**config.mk**
```make
export PLATFORM = sky130hd
export DESIGN_NAME = spi_queue
export DESIGN_NICKNAME = d
export VERILOG_FILES = /design/src/rtl/spi_queue.sv
export SDC_FILE = /design/constraint.sdc
export NUM_CORES = 1
export LEC_CHECK = 0
export ABC_AREA = 1
export CORE_MARGIN = 4
export CORE_UTILIZATION = 31
export CTS_CLUSTER_DIAMETER = 80
export DETAILED_ROUTE_END_ITERATION = 12
export DONT_BUFFER_PORTS = 1
export MAX_ROUTING_LAYER = met4
export SLEW_MARGIN = 20
export SYNTH_ARGS = -nofsm -noshare
export SYNTH_HDL_FRONTEND = slang
export SYNTH_SLANG_ARGS = --single-unit
export TNS_END_PERCENT = 50
```
**constraint.sdc**
```tcl
create_clock -name raw_clk -period 2.85 [get_ports raw_clk]
set_input_delay 0.1425 -clock raw_clk [delete_from_list [all_inputs] [get_ports raw_clk]]
set_output_delay 0.1425 -clock raw_clk [all_outputs]
set_load 0.005 [all_outputs]
```
**src/rtl/spi_queue.sv**
```systemverilog
// Buffered front end for the SPI engine: TX FIFO feeding a launch FSM, received frames into an RX FIFO.
// Every output is a register; flags, busy and rx_data are loaded from next-state values.
module spi_queue #(
  parameter int unsigned DEPTH = 8
) (
  input  logic        raw_clk,
  input  logic        reset,
  input  logic [15:0] tx_data,
  input  logic        tx_width_16,
  input  logic        tx_push,
  input  logic        rx_enable,
  input  logic        rx_pop,
  input  logic        clear_flags,
  output logic [15:0] rx_data,
  output logic [4:0]  tx_count,
  output logic [4:0]  rx_count,
  output logic        tx_full,
  output logic        tx_empty,
  output logic        rx_full,
  output logic        rx_empty,
  output logic        tx_overflow,
  output logic        busy,
  output logic        spi_start,
  output logic        spi_width_16,
  output logic [15:0] spi_data_tx,
  input  logic        spi_busy,
  input  logic [15:0] spi_data_rx
);

  localparam int unsigned AW = $clog2(DEPTH);
  localparam logic [4:0] FULL_CNT = 5'(DEPTH);

  typedef enum logic [1:0] {IDLE, START, RUN, CAPTURE} state_t;
  state_t state, state_next;

  logic [16:0]   tx_mem [DEPTH];
  logic [15:0]   rx_mem [DEPTH];
  logic [AW-1:0] tx_wr, tx_rd, rx_wr, rx_rd, rx_rd_next;
  logic [4:0]    tx_count_next, rx_count_next;
  logic [15:0]   rx_wdata, rx_head_next;
  logic          keep, launch, tx_wen, tx_ren, rx_wen, rx_ren;

  always_comb begin
    state_next = state;
    launch     = 1'b0;
    tx_ren     = 1'b0;
    rx_wen     = 1'b0;
    case (state)
      IDLE: begin
        if (!tx_empty && !rx_full && !spi_busy) begin
          state_next = START;
          launch     = 1'b1;
        end
      end
      START: begin
        if (spi_busy) begin
          state_next = RUN;
          tx_ren     = 1'b1;
        end
      end
      RUN: begin
        if (!spi_busy) state_next = CAPTURE;
      end
      CAPTURE: begin
        rx_wen     = keep;
        state_next = IDLE;
      end
      default: state_next = IDLE;
    endcase
  end

  always_comb begin
    tx_wen        = tx_push && (tx_count < FULL_CNT);
    rx_ren        = rx_pop && (rx_count != '0);
    tx_count_next = tx_count + 5'(tx_wen) - 5'(tx_ren);
    rx_count_next = rx_count + 5'(rx_wen) - 5'(rx_ren);
    rx_rd_next    = rx_ren ? rx_rd + AW'(1) : rx_rd;
    rx_wdata      = spi_width_16 ? spi_data_rx : {8'h00, spi_data_rx[7:0]};
    // A write landing on the new head slot is not in rx_mem yet, so forward it.
    if (rx_count_next == '0)
      rx_head_next = '0;
    else if (rx_wen && (rx_wr == rx_rd_next))
      rx_head_next = rx_wdata;
    else
      rx_head_next = rx_mem[rx_rd_next];
  end

  always_ff @(posedge raw_clk) begin
    if (tx_wen) tx_mem[tx_wr] <= {tx_width_16, tx_data};
    if (rx_wen) rx_mem[rx_wr] <= rx_wdata;
  end

  always_ff @(posedge raw_clk) begin
    if (reset) begin
      state        <= IDLE;
      tx_wr        <= '0;
      tx_rd        <= '0;
      rx_wr        <= '0;
      rx_rd        <= '0;
      tx_count     <= '0;
      rx_count     <= '0;
      tx_full      <= 1'b0;
      tx_empty     <= 1'b1;
      rx_full      <= 1'b0;
      rx_empty     <= 1'b1;
      tx_overflow  <= 1'b0;
      busy         <= 1'b0;
      spi_start    <= 1'b0;
      spi_width_16 <= 1'b0;
      spi_data_tx  <= '0;
      rx_data      <= '0;
      keep         <= 1'b0;
    end else begin
      state    <= state_next;
      if (tx_wen) tx_wr <= tx_wr + AW'(1);
      if (tx_ren) tx_rd <= tx_rd + AW'(1);
      if (rx_wen) rx_wr <= rx_wr + AW'(1);
      rx_rd    <= rx_rd_next;
      tx_count <= tx_count_next;
      rx_count <= rx_count_next;
      tx_full  <= (tx_count_next == FULL_CNT);
      tx_empty <= (tx_count_next == '0);
      rx_full  <= (rx_count_next == FULL_CNT);
      rx_empty <= (rx_count_next == '0);
      if (tx_push && !tx_wen)
        tx_overflow <= 1'b1;
      else if (clear_flags)
        tx_overflow <= 1'b0;
      busy      <= (state_next != IDLE) || (tx_count_next != '0);
      spi_start <= (state_next == START);
      if (launch) begin
        {spi_width_16, spi_data_tx} <= tx_mem[tx_rd];
        keep <= rx_enable;
      end
      rx_data <= rx_head_next;
    end
  end

endmodule

```
# Yosys cells after proc, flatten, opt, wreduce, memory -nomap -nowiden
# Memory sizes are Yosys's and may differ from the RTL's. A register that Yosys moved wholly into a read port is not among the register bits.
# Cells that the tools add are included.
[op_classes]
reduce_logical = 18
addsub = 8
magnitude_cmp = 1
n_mux = 17
eq_ne = 6
[ops]
columns = ["operator", "n"]
rows = [
  ["16-bit two-way mux", 1],
  ["3-bit by 1-bit adder with 3-bit output (second input constant)", 4],
  ["1-bit two-way mux", 11],
  ["5-bit by 1-bit adder with 5-bit output", 2],
  ["5-bit by 4-bit == test with 1-bit output (second input constant)", 2],
  ["5-bit logical NOT", 2],
  ["5-bit nonzero test", 2],
  ["5-bit by 1-bit subtractor with 5-bit output", 2],
  ["2-bit case mux with 4 select lines", 1],
  ["2-bit two-way mux", 3],
  ["1-bit logical AND", 5],
  ["5-bit by 4-bit less-than comparator with 1-bit output (second input constant)", 1],
  ["2-bit by 1-bit == test with 1-bit output (second input constant)", 2],
  ["2-bit == test (second input constant)", 2],
  ["1-bit logical NOT", 4],
  ["2-bit nonzero test", 2],
  ["3-bit two-way mux", 1],
  ["2-bit logical NOT", 1],
  ["2-bit OR reduction", 1],
  ["1-bit logical OR", 1],
]
[totals]
in_bits = 40
ram_bits = 264
wordCells = 67
mem_count = 2
regBits = 32
output_inout_bits = 50
[mem_list]
columns = ["memory", "depth", "width", "rd", "rd_clocked_by_memory_dff", "write_ports", "line_no", "source"]
rows = [
  ["tx_mem", 8, 17, 1, 1, 1, "36", "logic [16:0] tx_mem [DEPTH];"],
  ["rx_mem", 8, 16, 1, 1, 1, "37", "logic [15:0] rx_mem [DEPTH];"],
]

# Depth between registers and ports, before layout
[depth]
ltp_word = 7
depth_mapped = 20

# Worst setup path before layout
# OpenSTA, ideal clock, no wires.
[synth_timing]
kind = "register to register"
startpoint = "register rx_count[3]"
endpoint = "register rx_data[0], read port of rx_mem"
t_arrival_ns = 2.819
path_stages_with_launch = 21
slack_ns = -0.033
setup_ns = 0.064
path_cell_list = "dfxtp_1 inv_1 ha_1 inv_1 nor2_2 nand2_2 nand2_4 inv_1 ha_1 inv_1 ha_1 fa_1 nand3_1 nand2_1 xor2_1 nand4_1 nand2_1 nand2_1 clkbuf_1 nand2_1 nor2_1"
[synth_between]
elab_chain_len = 5
elab_cells_between_ends = 7
cone_classes = "2 x add/sub; 1 x mux; 4 x reduce/logical"
[synth_rtl]
columns = ["item", "line_no", "source"]
rows = [
  ["from (decl)", "16", "output logic [4:0] rx_count,"],
  ["from (signal assigned)", "120", "rx_count <= rx_count_next;"],
  ["parallel branches: the longest is 5 deep, another holds 5-bit by 1-bit adder with 5-bit output", "--", ""],
  ["to (decl)", "14", "output logic [15:0] rx_data,"],
]
# Parallel ways; which one is timed is not known.
# A chain may end at the register's enable or synchronous reset.

# Worst setup path in the final report
[layout_timing]
startpoint = "register rx_count[3]"
endpoint = "register rx_data[6], read port of rx_mem"
# The elaborated chain is that of the path after synthesis.

==> results.md <==
Worst setup path:
- The largest single stage delay on the critical path is 370 ps.
- The critical-path maximum fanout is 8.
- STA puts the critical path data required time at 3280 ps.
- STA classifies the critical path startpoint as a register.
- Data arrives at the worst endpoint at 3170 ps.
- The slowest stage cell on the critical path is sky130_fd_sc_hd__fa_2.
- The critical path class is register to register.
- Counting stages on the worst path, the most repeated cell is sky130_fd_sc_hd__nand2_2.
- The critical path goes through inv_2 > ha_4 > inv_2 > nor2_4 > nand2_2 > nand2_4 > inv_4 > ha_4 > inv_1 > ha_2 > fa_2 > nand3_2 > nand2_2 > xor2_2 > nand4_1 > nand2_2 > nand2_4 > clkbuf_16 > nand2_2 > nor2_1.
- STA classifies the critical path endpoint as a register.

Power and ir drop:
- The share of total power dissipated in combinational logic is 0.282.
- For this design the ratio of total power to cell area is about 900 nW/um^2.
- Of the total power, the share spent switching nets is 0.3296.
- The share of total power dissipated in sequential elements is 0.397.
- Of the total power, the clock network draws 0.322.
- The design internal power is 9.883 mW.
- The leakage component of the power is between 5 and 6 nW.
- The analysis attributes to net switching a power of 4.859 mW.
- The highest ir drop seen on vdd is 0.0004622 V.

Timing:
- The final max-slew violation count is 0.
- The setup clock skew after layout is 21.75 ps.
- The final number of hold-violating endpoints is 0.
- The number of setup violations in the final report is 0.
- The pin slew with the least headroom to its limit is 788.1 ps.
- The worst hold slack across all endpoints is 113.2 ps.
- The routed design could run at a clock period as short as 2744 ps.
- The normalized max-slew margin is 0.4713.
- Setup slack on the critical path of the routed design comes to approximately 110 ps.
- The final period utilization is 0.9627.
- For this run, the top clock speed supported by timing is 0.3645 GHz.

Yosys:
- The distinct cell type count after synthesis is 31.
- The share of synthesized area in the top cell type comes to 0.5918.
- The total of warnings raised by yosys is 0.
- Ranked by total cell area, the synthesized netlist is headed by sky130_fd_sc_hd__edfxtp_1, sky130_fd_sc_hd__dfxtp_1, sky130_fd_sc_hd__nand2_1, sky130_fd_sc_hd__nor2_1, sky130_fd_sc_hd__nand3_1.
- The share of synthesized flip-flops with an asynchronous set or reset is 0.
- After technology mapping, the gate count stands at 1,227.
- The synthesized design contains 329 register bits.
- Of the synthesized area, sequential elements account for 0.6889.
- The number of nets handed over by synthesis was 1,285.
- The per-instance average area after synthesis is 10.92 um^2.
- The synthesized design contains 264 enable-type register cells.
- The synthesized design spends more area on one cell type than any other, namely sky130_fd_sc_hd__edfxtp_1.
- The most used flip-flop cell after synthesis is sky130_fd_sc_hd__edfxtp_1.
- After synthesis the cells add up to 13,400 um^2.

Finish:
- The most common cell after layout, fill and taps aside is sky130_fd_sc_hd__edfxtp_1.
- The library cells used most frequently in the layout, excluding fill and tap cells, are sky130_fd_sc_hd__edfxtp_1, sky130_fd_sc_hd__nor2_1, sky130_fd_sc_hd__nand2_1.
- In the final design database the tool counted 1,353 nets.
- The area growth from synthesis to layout is 19.64%.
- The ratio of cells with drive above 1 in the final layout is 0.1087.
- The utilization after layout is 0.3787.

Placement:
- Timing analysis after detailed placement gives a worst setup slack of 40.64 ps.
- The placed wire-length estimate is 18,140 um.
- In this run the tool buffered the top-level ports with 0 buffer cells.
- The final weighted congestion in routability-driven placement is slightly below 0.8.

Run status:
- The run finished with clean final reports.

Min path:
- In this run the worst hold path is classified as input pin to register.

Routing:
- In the routed layout, each cell is associated on average with a via count of 4.699.
- The initial detailed-routing violation count is 614.
- In the routed design, unresolved DRC markers number 0.
- In this run the remaining antenna-violating nets after routing total 0.
- The total via count after detailed routing is between 8,000 and 9,000.
- The sum of routed wire length over all layers is between 30,000 and 40,000 um.
- For this run, the detailed router's first-pass iteration total came to 5.
- In the final routed layout, each cell accounts on average for 16.70 um.

Floorplanning:
- The floorplan has 75 rows.
- The height of the die is 215.9 um.
- The floorplan core area is 42,320 um^2.
- The starting utilization of the core area is 0.3165.
- During I/O placement, the number of pins put on the boundary was 90.
- The die covers 46,600 um^2.
- The width of the die is 215.9 um.

Global routing:
- Summed over all layers, the global routing overflow is 0.
- Entering global routing, the biggest net connects 71 pins.
- The initial antenna violation count was 4.
- The first-pass GRT wire length is around 50,000 um.
- In the global route stage, overall resource usage came out at 0.1358.
- The via count of the first global-routing pass is ~8,500.

Clock tree:
- In this run the deepest clock path goes through 3 buffers.
- The cell at the root of the clock tree is sky130_fd_sc_hd__clkbuf_16.
- The number of sinks handled by clock tree synthesis is 329.
- The CTS tree is done.
- After clock tree synthesis, the clock-pin slew on the worst setup and hold paths is 60 ps.
- The H-tree generated during clock tree synthesis spans 2 levels.
- In this run, CTS created clock tree buffers numbering 38.
- The clock reaches the later pin of the worst-skew pair after 540 ps.

Run:
- The max-capacitance violation count is 0.
cells in the mapped netlist, types with 5 or more instances:
cell,number
sky130_fd_sc_hd__ha_1,16
sky130_fd_sc_hd__buf_2,25
sky130_fd_sc_hd__nor2_1,217
sky130_fd_sc_hd__edfxtp_1,264
sky130_fd_sc_hd__o211ai_1,35
sky130_fd_sc_hd__a21oi_1,32
sky130_fd_sc_hd__nand4_1,18
sky130_fd_sc_hd__nand2_1,222
sky130_fd_sc_hd__xor2_1,6
sky130_fd_sc_hd__inv_1,79
sky130_fd_sc_hd__o21ai_1,9
sky130_fd_sc_hd__dfxtp_1,65
sky130_fd_sc_hd__nand3_1,96
sky130_fd_sc_hd__o21ai_0,83
sky130_fd_sc_hd__nand2_2,5
sky130_fd_sc_hd__clkbuf_1,32
power groups by stage:
stage	combinational (mW)	sequential, mW	clock, mW
floorplan	2.71	5.87	0
global placement	3.69	5.96	0
detailed placement	3.76	5.96	0
CTS	3.86	5.86	4.85
global route	4.70	5.89	5.08
finish	4.15	5.85	4.74
area by class of cell:
cell class | instances | area, um^2
Antenna cell | 4 | 10.01
Clock buffer | 46 | 1001
Clock inverter | 24 | 227.7
Fill cell | 4090 | 26290
Inverter | 82 | 310.3
Multi-Input combinational cell | 755 | 3660
Sequential cell | 329 | 9234
Tap cell | 577 | 721.9
Timing Repair Buffer | 89 | 863.3
worst max-delay path: cells and delay by family, from the launching register on:
family                     cells  cell delay, ps
adders and majority gates      4             910
and+or+nand+nor               10             870
buffers and inverters          5             380
DFF                            1             320
xor gates and xnor gates       1             170
what timing repair did:
| action | in CTS | in global routing |
|---|---|---|
| setup endpoints to repair | 0 | 17 |
| hold buffers | 40 | 0 |
| endpoints found under the hold margin | 303 | 0 |
| buffers inserted | 0 | 5 |
| gates resized for setup | 0 | 22 |
state kept, by name (all words and copies together) (netlist names), 2 cells and up:
register,flops
rx_count,5
tx_wr,3
tx_rd,3
spi_data_tx,16
state,2
tx_mem,136
rx_wr,3
rx_data,16
rx_rd,3
tx_count,5
rx_mem,128
per-stage QoR:
step           TNS, ps  instances  instance area (um^2)  total power, mW
2_1_floorplan        0       1227                 13400            8.573
3_3_place_gp         0       1785                 14220            9.645
3_5_place_dp         0       1785                 14220            9.717
4_1_cts              0       1895                 15860            14.58
5_1_grt         -377.5       1906                 16030            15.67
6_report             0       1906                 16030            14.74
routing by layer:
| layer | GRT usage | up-vias | part of all wire |
|---|---|---|---|
| li1 | - | 4349 | - |
| met1 | 0.1596 | 4309 | 0.42 |
| met2 | 0.2343 | 221 | 0.50 |
| met3 | 0.02799 | 77 | 0.050 |
| met4 | 0.04316 | 0 | 0.029 |
| met5 | - | - | 0 |
cell families (layout without fill, tap and decap cells):
group / Yosys count / count (layout) / share of synthesized area
adder cells (fa/ha/maj): 18 / 18 / 0.01793
buffers and inverters: 143 / 241 / 0.04296
AND/OR/NAND/NOR: 570 / 570 / 0.1785
flip-flops: 329 / 329 / 0.6889
AO/OA/AOI/OAI: 160 / 160 / 0.06715
XOR/XNOR: 7 / 7 / 0.004577
other: 0 / 4 / 0
final timing paths:
path,slack [ps],cells after the start,start,to
setup / recovery,110,20,rx_count[3],rx_data[6]
hold / removal,110,3,rx_pop,rx_rd[2]
setup reg to reg,110,20,rx_count[3],rx_data[6]
hold reg to reg,460,2,keep,keep
Note: power is estimated with default switching activity, not from simulation.
